[src/rtl/shifter_arbiter_if.sv]
// Requester-side bundle for shifter_arbiter: two request ports and a shared
// response bus with per-port valid/ready.
interface shifter_arbiter_if #(
  parameter int DATA_W  = 32,
  parameter int SHAMT_W = 5
);
  logic [1:0]         req_valid;
  logic [1:0]         req_ready;
  logic [1:0]         req_op0;
  logic [1:0]         req_op1;
  logic [SHAMT_W-1:0] req_shamt0;
  logic [SHAMT_W-1:0] req_shamt1;
  logic [DATA_W-1:0]  req_data0;
  logic [DATA_W-1:0]  req_data1;
  logic [1:0]         rsp_valid;
  logic [1:0]         rsp_ready;
  logic [DATA_W-1:0]  rsp_data;
  logic               rsp_err;

  // Requesters drive requests and response acceptance.
  modport master (
    output req_valid, req_op0, req_op1, req_shamt0, req_shamt1,
           req_data0, req_data1, rsp_ready,
    input  req_ready, rsp_valid, rsp_data, rsp_err
  );

  // The arbiter accepts requests and produces responses.
  modport slave (
    input  req_valid, req_op0, req_op1, req_shamt0, req_shamt1,
           req_data0, req_data1, rsp_ready,
    output req_ready, rsp_valid, rsp_data, rsp_err
  );
endinterface

[src/rtl/shifter_arbiter.sv]
// Shares one combinational shifter between two requesters. One transaction
// is in flight at a time: IDLE (grant/accept) -> EXEC (shifter evaluates)
// -> RESP (hold result until the owner accepts it).
module shifter_arbiter #(
  parameter int DATA_W  = 32,
  parameter int SHAMT_W = 5,
  parameter bit RR_EN   = 1'b1
) (
  input  logic               clk,
  input  logic               rst_n,
  shifter_arbiter_if.slave   bus,
  output logic [1:0]         sh_S,
  output logic [SHAMT_W-1:0] sh_shift,
  output logic [DATA_W-1:0]  sh_B,
  input  logic [DATA_W-1:0]  sh_H
);

  typedef enum logic [1:0] {IDLE, EXEC, RESP} state_t;

  localparam logic [1:0] OP_ILLEGAL = 2'b01;

  state_t            state, state_nxt;
  logic              rr_last;
  logic              owner;
  logic              err_pend;
  logic [DATA_W-1:0] rsp_data_q;
  logic              rsp_err_q;
  logic [1:0]        grant;
  logic              win;
  logic              accept;

  // Grant selection and FSM next state; the grant only exists in IDLE.
  always_comb begin
    // NOTE: every output of this block gets a default first, so no path
    // leaves a signal unassigned and no latch is inferred.
    grant     = 2'b00;
    state_nxt = state;
    unique case (state)
      IDLE: begin
        if (bus.req_valid == 2'b11) begin
          if (RR_EN) grant = rr_last ? 2'b01 : 2'b10;
          else       grant = 2'b01;
        end else begin
          grant = bus.req_valid;
        end
        if (grant != 2'b00) state_nxt = EXEC;
      end
      EXEC: state_nxt = RESP;
      RESP: if (bus.rsp_ready[owner]) state_nxt = IDLE;
      default: state_nxt = IDLE;
    endcase
  end

  assign win    = grant[1];
  assign accept = (grant != 2'b00);

  // Handshake outputs; gated by rst_n so reset forces them low immediately.
  assign bus.req_ready = rst_n ? grant : 2'b00;
  assign bus.rsp_valid = (state == RESP) ? (owner ? 2'b10 : 2'b01) : 2'b00;
  assign bus.rsp_data  = rsp_data_q;
  assign bus.rsp_err   = rsp_err_q & (state == RESP);

  // State register and arbitration history.
  always_ff @(posedge clk or negedge rst_n) begin
    // NOTE: sequential state uses non-blocking assignments so every register
    // samples the pre-edge values regardless of statement order.
    if (!rst_n) begin
      state   <= IDLE;
      rr_last <= 1'b1;
      owner   <= 1'b0;
    end else begin
      state <= state_nxt;
      if (accept) begin
        owner   <= win;
        rr_last <= win;
      end
    end
  end

  // Operand capture on accept and result capture at the end of EXEC.
  always_ff @(posedge clk or negedge rst_n) begin
    // NOTE: the datapath registers are reset too, because the shifter inputs
    // and rsp_data are visible ports whose reset value is defined as zero.
    if (!rst_n) begin
      sh_S       <= 2'b00;
      sh_shift   <= '0;
      sh_B       <= '0;
      err_pend   <= 1'b0;
      rsp_data_q <= '0;
      rsp_err_q  <= 1'b0;
    end else begin
      if (accept) begin
        sh_S     <= win ? bus.req_op1    : bus.req_op0;
        sh_shift <= win ? bus.req_shamt1 : bus.req_shamt0;
        sh_B     <= win ? bus.req_data1  : bus.req_data0;
        err_pend <= (win ? bus.req_op1 : bus.req_op0) == OP_ILLEGAL;
      end
      if (state == EXEC) begin
        // Illegal ops return the operand untouched.
        rsp_data_q <= err_pend ? sh_B : sh_H;
        rsp_err_q  <= err_pend;
      end
    end
  end

endmodule

[src/flat_wrapper.sv]
// flat-port wrapper written by rule: the top's interface ports become plain ports
module shifter_arbiter_flat 
#(
  parameter int DATA_W  = 32,
  parameter int SHAMT_W = 5,
  parameter bit RR_EN   = 1'b1
)
  (clk, rst_n, sh_S, sh_shift, sh_B, sh_H, bus_req_valid, bus_req_op0, bus_req_op1, bus_req_shamt0, bus_req_shamt1, bus_req_data0, bus_req_data1, bus_rsp_ready, bus_req_ready, bus_rsp_valid, bus_rsp_data, bus_rsp_err);
  shifter_arbiter_if #(.DATA_W(DATA_W), .SHAMT_W(SHAMT_W)) bus_i ();
  input  logic clk;
  input  logic rst_n;
  output logic [1:0] sh_S;
  output logic [SHAMT_W-1:0] sh_shift;
  output logic [DATA_W-1:0] sh_B;
  input  logic [DATA_W-1:0] sh_H;
  input wire logic [$bits(bus_i.req_valid)-1:0] bus_req_valid;
  input wire logic [$bits(bus_i.req_op0)-1:0] bus_req_op0;
  input wire logic [$bits(bus_i.req_op1)-1:0] bus_req_op1;
  input wire logic [$bits(bus_i.req_shamt0)-1:0] bus_req_shamt0;
  input wire logic [$bits(bus_i.req_shamt1)-1:0] bus_req_shamt1;
  input wire logic [$bits(bus_i.req_data0)-1:0] bus_req_data0;
  input wire logic [$bits(bus_i.req_data1)-1:0] bus_req_data1;
  input wire logic [$bits(bus_i.rsp_ready)-1:0] bus_rsp_ready;
  output wire logic [$bits(bus_i.req_ready)-1:0] bus_req_ready;
  output wire logic [$bits(bus_i.rsp_valid)-1:0] bus_rsp_valid;
  output wire logic [$bits(bus_i.rsp_data)-1:0] bus_rsp_data;
  output wire logic [$bits(bus_i.rsp_err)-1:0] bus_rsp_err;
  assign bus_i.req_valid = bus_req_valid;
  assign bus_i.req_op0 = bus_req_op0;
  assign bus_i.req_op1 = bus_req_op1;
  assign bus_i.req_shamt0 = bus_req_shamt0;
  assign bus_i.req_shamt1 = bus_req_shamt1;
  assign bus_i.req_data0 = bus_req_data0;
  assign bus_i.req_data1 = bus_req_data1;
  assign bus_i.rsp_ready = bus_rsp_ready;
  assign bus_req_ready = bus_i.req_ready;
  assign bus_rsp_valid = bus_i.rsp_valid;
  assign bus_rsp_data = bus_i.rsp_data;
  assign bus_rsp_err = bus_i.rsp_err;
  shifter_arbiter #(.DATA_W(DATA_W), .SHAMT_W(SHAMT_W), .RR_EN(RR_EN)) u_core (.clk(clk), .rst_n(rst_n), .bus(bus_i), .sh_S(sh_S), .sh_shift(sh_shift), .sh_B(sh_B), .sh_H(sh_H));
endmodule
[config.mk]
export PLATFORM = sky130hd
export DESIGN_NAME = shifter_arbiter_flat
export DESIGN_NICKNAME = d
export VERILOG_FILES = /design/src/rtl/shifter_arbiter_if.sv /design/src/rtl/shifter_arbiter.sv /design/src/flat_wrapper.sv
export SDC_FILE = /design/constraint.sdc
export NUM_CORES = 1
export LEC_CHECK = 0
export BUFFER_PORTS_ARGS = -buffer_cell sky130_fd_sc_hd__buf_2
export CORE_MARGIN = 5
export CORE_UTILIZATION = 46
export CTS_BUF_LIST = sky130_fd_sc_hd__clkbuf_8 sky130_fd_sc_hd__clkbuf_16
export DETAILED_ROUTE_END_ITERATION = 10
export GPL_ROUTABILITY_DRIVEN = 0
export GPL_TIMING_DRIVEN = 0
export PLACE_DENSITY_LB_ADDON = 0.25
export SLEW_MARGIN = 10
export SYNTH_ARGS = -nofsm -noshare
export SYNTH_HDL_FRONTEND = slang
export SYNTH_SLANG_ARGS = --single-unit
[constraint.sdc]
create_clock -name clk -period 1.8 [get_ports clk]
set_input_delay 0.36 -clock clk [delete_from_list [all_inputs] [get_ports clk]]
set_output_delay 0.36 -clock clk [all_outputs]
set_load 0.01 [all_outputs]
==> metrics.md, run 1 <==
| Metric | Value |
|---|---|
| Clock Path Buffers | `2` |
| Initial antenna violation count | `0` |
| Static Leak | `roughly 2.6 nW` |
| Critical path arrival | `roughly 1600 ps` |
| Biggest area consumer among synthesized cells | `dfrtp_1` |
| Worst IR Drop VDD | `around 0.81 mV` |
| Min Tclk post-route | `1964 ps` |
| Crit path from | `u_core.state[0]` |
| Port Buffers | `191` |
| Status | `finished, violations left` |
| Fill count | `between 700 and 800` |
| Max Transition Viols Final | `0` |
| Die X | `around 100 µm` |
| Area of the mapped netlist | `slightly below 0.004 mm²` |
| Synth cell types | `33` |
| Vias per std cell | `5.362` |
| Internal Power | `about 5.7 mW` |
| Switching part of the total power | `0.4136` |
| Placed standard-cell area | `0.005044 mm²` |
| Met2 usage | `0.4141` |
| F_max | `509.3 MHz` |
| Reg2reg start | `u_core.state[0]` |
| Clk network pwr share | `0.166` |
| Number of nets in the layout | `about 740` |
| Remaining DRCs | `0` |
| CP Class | `reg -> out` |
| Detailed-route via count | `3941` |
| Skew-Pair Late Insertion Delay | `approximately 340 ps` |
| DP Worst Slack | `-144.9 ps` |
| Initial DRT Pass Iterations | `4` |
| HPWL after DPL | `9441 µm` |
| Slew HR | `0.6975` |
| Worst Path Buf+Inv | `2` |
| Largest net degree at the start of global routing | `44` |
| Die height | `around 100 µm` |
| Met1 Track Usage GR | `0.3089` |
| Maxcap violations | `0` |
| Cell Rows | `33` |
| Yosys warnings | `0` |
| Critical Path RT | `roughly 1400 ps` |
| Starting Density | `0.4764` |
| Remaining antenna violation count | `0` |
| Total Negative Setup Slacks | `-254.7 ps` |
| Crit Path Max Fanout | `3` |
| Flops & latches, synth | `between 70 and 80` |
| Routed wire length | `12940 µm` |
| Busiest grt layer | `met2` |
| # IOs | `192` |
| Layout cells sized above 1 | `0.4778` |
| Met3 Usage GRT | `0.04369` |
| Root buf cell | `clkbuf_8` |
| Total power | `just under 10 mW` |
| Largest cells by area after synthesis | `dfrtp_1 48%, mux2i_1 8.1%, o21ai_0 8.1%, a31oi_1 5.9%, nor3_2 5.9%` |
| RSZ-0062 raised after global routing | `yes` |
| Hold Crit Class | `in -> reg` |
| Power per cell area | `1755 mW/mm²` |
| Post-synth top area share | `0.4835` |
| Slowest CP cell | `dfrtp_2` |
| Worst Tran Pin Value | `about 450 ps` |
| NetSw | `4.017 mW` |
| Crit. End Element | `output port` |
| Worst hold margin | `272.4 ps` |
| Cells after Synth | `around 400` |
| Num CTS Buffers | `9` |
| Worst setup margin | `-163.5 ps` |
| Combinational Power Share | `0.503` |
| CP startpoint kind | `flop` |
| Total GRT Usage | `0.2410` |
| Commonest non-fill, non-tap cells in the layout | `208 x buf_2, 74 x dfrtp_1, 64 x o21ai_0` |
| 1st-iter DRT viols | `84` |
| Setup skew after layout | `between 7 and 8 ps` |
| Most common cell after layout, fill and taps aside | `buf_2` |
| Final hold violations | `0` |
| Tcrit/Tclk final | `1.091` |
| Final setup viols | `3` |
| Crit path cell chain | `or3b_4, buf_8, nor3_2, buf_2` |
| Vias in the first global route | `about 4000` |
| Biggest cell delay along the critical path | `about 430 ps` |
| TritonCTS clock tree | `yes` |
| Area growth syn-to-layout | `40.68%` |
| Net Count, Synth | `520` |
| First-pass GRT wire length | `about 20000 µm` |
| H-tree depth | `3` |
| Number of inserted diodes | `0` |
| Critical path's top delay family | `simple AND/OR/NAND/NOR gates` |
| Core footprint | `approximately 0.0083 mm²` |
| Clock transition at path regs | `80 ps` |
| Clk sinks | `77` |
| Post-synthesis sequential area ratio | `0.4901` |
| HP Start | `bus_req_data0[8]` |
| Post-Syn Area per Cell | `9.737 µm²` |
| Grt ovf | `0` |
| Die area | `0.01050 mm²` |
| Flop pwr share | `0.331` |
| Failing checks | `setup timing` |
| Routed length per instance | `approximately 18 µm` |
| Final instance area | `between 0.005 and 0.006 mm²` |
-- through the flow --
stage,std cells,utilization
global placement,700,0.6080
CTS,726,0.6532
global route,735,0.6702
floorplan,404,-
finish,735,0.6702
detailed placement,701,0.6108
-- cell usage after synthesis, drive strengths merged --
master,n
nor2b,1
o211ai,2
nor4,1
buf,31
a31oi,37
nor4b,1
nand2b,5
dfrtp,76
dfstp,1
a221o,1
or3b,2
mux2i,32
and2,1
nand3,37
nor2,7
o2111ai,2
inv,7
nor3b,2
nand2,33
nor3,38
o21ai,74
mux2,2
clkbuf,9
or2,1
a21oi,1
-- layout make-up --
type / instances / area (µm²) / area share
plain buffers: 39 / 254.0 / 0.04590
well taps: 105 / 131.4 / 0.02374
inverters: 7 / 26.28 / 0.004748
clock buffers: 10 / 137.6 / 0.02487
flip-flops and latches: 77 / 1931 / 0.3489
repair buffers: 211 / 1156 / 0.2089
multi-input cells: 280 / 1788 / 0.3231
clock inverters: 6 / 110.1 / 0.01990
-- logic make-up (layout without fill, tap and decap cells) --
group,Yosys count,in the layout,share of synthesized area
simple gates,129,129,0.1899
compound gates,117,117,0.1651
flops,77,77,0.4901
buf+inv,47,273,0.06775
mux,34,34,0.08715
-- flip-flops by register name, summed over array words and instances (netlist names) --
signal and count:
u_core.sh_shift 5, u_core.rsp_err_q 1, u_core.state 2, u_core.sh_S 2, u_core.rr_last 1, u_core.err_pend 1
u_core.owner 1, u_core.sh_B 32, u_core.bus.rsp_data 32
-- power groups by stage --
stage	sequential, mW	combinational [mW]	clock [mW]
global route	3.33	5.37	1.69
CTS	3.20	4.71	1.63
global placement	3.22	4.43	0
finish	3.21	4.89	1.61
detailed placement	3.27	4.53	0
floorplan	3.55	2.39	0
-- metal layers --
layer,up-vias,part of all wire
met1,1867,0.41
met4,0,0.017
met3,20,0.078
met5,-,0
li1,1903,-
met2,151,0.50
-- worst min-delay path: stages --
cell and delay, ps:
buf_2 100, nand3_1 50, a31oi_1 70
-- what timing repair did --
| item | 4_1_cts | 5_1_grt |
|---|---|---|
| pin swaps | 1 | 5 |
| setup endpoints to repair | 2 | 3 |
| hold buffers | 2 | 0 |
| endpoints found under the hold margin | 34 | 0 |
| buffers inserted | 8 | 9 |
| resized for setup | 8 | 23 |
-- path summary, 6_finish.rpt --
kind | endpoint | slack, ps | cells past startpoint
max in group asynchronous | u_core.rr_last | 970 | 3
max | bus_req_ready[0] | -160 | 4
min in group asynchronous | u_core.sh_B[30] | 550 | 3
min reg2reg | u_core.bus.rsp_data[2] | 480 | 2
max reg2reg | u_core.sh_B[16] | 40 | 7
min | u_core.sh_B[8] | 270 | 3
No activity file was read; power rests on OpenSTA's default activity.
==> run 2: changes to the inputs <==
--- a/config.mk
+++ b/config.mk
@@ -6,14 +6,16 @@
 export NUM_CORES = 1
 export LEC_CHECK = 0
 export BUFFER_PORTS_ARGS = -buffer_cell sky130_fd_sc_hd__buf_2
+export CELL_PAD_IN_SITES_DETAIL_PLACEMENT = 1
+export CELL_PAD_IN_SITES_GLOBAL_PLACEMENT = 1
 export CORE_MARGIN = 5
-export CORE_UTILIZATION = 46
+export CORE_UTILIZATION = 34
 export CTS_BUF_LIST = sky130_fd_sc_hd__clkbuf_8 sky130_fd_sc_hd__clkbuf_16
 export DETAILED_ROUTE_END_ITERATION = 10
 export GPL_ROUTABILITY_DRIVEN = 0
 export GPL_TIMING_DRIVEN = 0
 export PLACE_DENSITY_LB_ADDON = 0.25
-export SLEW_MARGIN = 10
+export SLEW_MARGIN = 20
 export SYNTH_ARGS = -nofsm -noshare
 export SYNTH_HDL_FRONTEND = slang
 export SYNTH_SLANG_ARGS = --single-unit
==> run 2 against run 1 <==
Against the previous run: the run still ends with setup timing left; worst setup slack lost 8.4 ps; clock power grew 2%; fmax shrank 0.43%; design area grew 1.1%; non-clock buffer count shrank 2; clock-buffer cell count is the same; sequential share of layout area shrank 0.37 points; register-to-register slack lost 20 ps; critical path depth is the same; power grew 0.73%; global-route usage shrank 2.9 points; critical endpoint unchanged; largest cell class unchanged; largest power group unchanged.
==> metrics.md, run 2 (synthesis results as in run 1) <==
| Metric | Value |
|---|---|
| Status | `finished, violations left` |
| Remaining DRCs | `0` |
| Worst IR Drop VDD | `slightly below 0.6 mV` |
| Number of inserted diodes | `0` |
| Routed length per instance | `19.64 µm` |
| Skew-Pair Late Insertion Delay | `~340 ps` |
| Die area | `between 0.01 and 0.015 mm²` |
| Initial antenna violation count | `0` |
| Final hold violations | `0` |
| H-tree depth | `3` |
| Static Leak | `between 2 and 3 nW` |
| Crit Path Max Fanout | `5` |
| Port Buffers | `191` |
| 1st-iter DRT viols | `between 150 and 200` |
| Routed wire length | `15120 µm` |
| Total GRT Usage | `0.2123` |
| Slew HR | `0.4947` |
| Max Transition Viols Final | `0` |
| Tcrit/Tclk final | `1.096` |
| Sequential Area | `~0.0019 mm²` |
| Reg2reg start | `u_core.state[0]` |
| Most common cell after layout, fill and taps aside | `buf_2` |
| Starting Density | `0.3460` |
| Power per cell area | `around 1700 mW/mm²` |
| Clock transition at path regs | `60 ps` |
| Hold Crit Class | `in -> async` |
| Multi-input logic area | `~0.0018 mm²` |
| Number of nets in the layout | `739` |
| Min Tclk post-route | `1972 ps` |
| Cell Rows | `39` |
| Commonest non-fill, non-tap cells in the layout | `207 x buf_2, 74 x dfrtp_1, 50 x o21ai_0` |
| Remaining antenna violation count | `0` |
| Die height | `roughly 120 µm` |
| Area growth syn-to-layout | `42.18%` |
| Crit path from | `u_core.state[0]` |
| Root buf cell | `clkbuf_16` |
| Num CTS Buffers | `9` |
| Crit. End Element | `output port` |
| Maxcap violations | `0` |
| F_max | `between 500 and 600 MHz` |
| Post-Place Cells | `739` |
| Critical Path RT | `1440 ps` |
| Worst Tran Pin Value | `about 760 ps` |
| Clk sinks | `77` |
| Final instance area | `0.005593 mm²` |
| HPWL after DPL | `around 11000 µm` |
| Initial DRT Pass Iterations | `4` |
| TritonCTS clock tree | `yes` |
| Grt ovf | `0` |
| RSZ-0062 raised after global routing | `yes` |
| Die X | `~120 µm` |
| Core footprint | `about 0.011 mm²` |
| CP Class | `reg -> out` |
| Vias in the first global route | `about 4400` |
| First-pass GRT wire length | `~24000 µm` |
| Setup skew after layout | `7.951 ps` |
| Vias per std cell | `5.186` |
| Worst setup margin | `-171.9 ps` |
| Placed standard-cell area | `approximately 0.0051 mm²` |
| Detailed-route via count | `3993` |
| CP startpoint kind | `flop` |
| Layout Cells excl Fill | `770` |
| Fill count | `roughly 1400` |
| DP Worst Slack | `-219.1 ps` |
| Failing checks | `setup timing` |
| Largest net degree at the start of global routing | `45` |
| Clock Path Buffers | `2` |
| Layout cells sized above 1 | `0.4577` |
| # IOs | `between 150 and 200` |
| Final setup viols | `2` |
| Critical path arrival | `1610 ps` |
| Utilization of the core after routing | `0.4919` |
==> run 2: cell types whose count changed in the layout (fill, tap and decap cells not counted), sizes merged <==
cell	delta
buf	-6
clkinv	+1
inv	+3
clkinvlp	-2
clkbuf	+2
dlygate4sd3	+2
bufinv	-3
==> run 2: path summary, 6_finish.rpt <==
check	end	slack, ps	cells past startpoint
worst max-delay path	bus_req_ready[0]	-170	4
worst min-delay path	u_core.bus.rsp_data[27]	50	3
worst max register to register	u_core.sh_B[5]	20	6
worst min register to register	u_core.bus.rsp_data[31]	470	2
max in group asynchronous	u_core.bus.rsp_data[2]	560	3
min in group clk	u_core.sh_B[3]	290	3
==> run 2: layout make-up <==
type                       instances  area share
inverter                           7    0.004698
multi-input combinational        280      0.3145
clock buffer                      10     0.04273
clock inverter                     5    0.003803
timing repair buffer             209      0.2089
buffer                            39     0.04810
sequential                        77      0.3452
tap                              143     0.03199
==> run 2: timing repair <==
action / 4_1_cts / 5_1_grt
hold buffers: 0 / 6
gates resized for setup: 10 / 26
hold endpoints to repair: 0 / 34
pin swaps: 2 / 4
setup endpoints to repair: 2 / 6
buffers inserted: 6 / 5
==> run 2: layer usage <==
| layer | vias to the layer above | part of all wire | GRT usage |
|---|---|---|---|
| li1 | 1898 | - | - |
| met1 | 1938 | 0.42 | 0.2707 |
| met2 | 146 | 0.51 | 0.3596 |
| met3 | 11 | 0.063 | 0.04950 |
| met4 | 0 | 0.011 | 0.06022 |
| met5 | - | 0 | 0 |
==> run 2: critical path, stage by stage (launching register included) <==
cell	delay (ps)
dfrtp_2	440
or3b_4	420
buf_8	130
nor3_2	120
buf_2	150
==> run 2: power by group <==
| group | total [mW] | internal [mW] | switching (mW) |
|---|---|---|---|
| clock network | 1.65 | 0.944 | 0.703 |
| registers | 3.25 | 2.64 | 0.606 |
| logic | 4.88 | 2.05 | 2.84 |
==> run 2: metrics by stage <==
step | total power [mW] | hold WS, ps | TNS (ps)
global placement | 7.726 | 458.1 | -22310
detailed placement | 7.932 | 354.3 | -333.4
CTS | 9.708 | 4.552 | -350.8
finish | 9.782 | 48.78 | -298.2
floorplan | 5.943 | 64.41 | 0
global route | 10.52 | 61.28 | -777.4
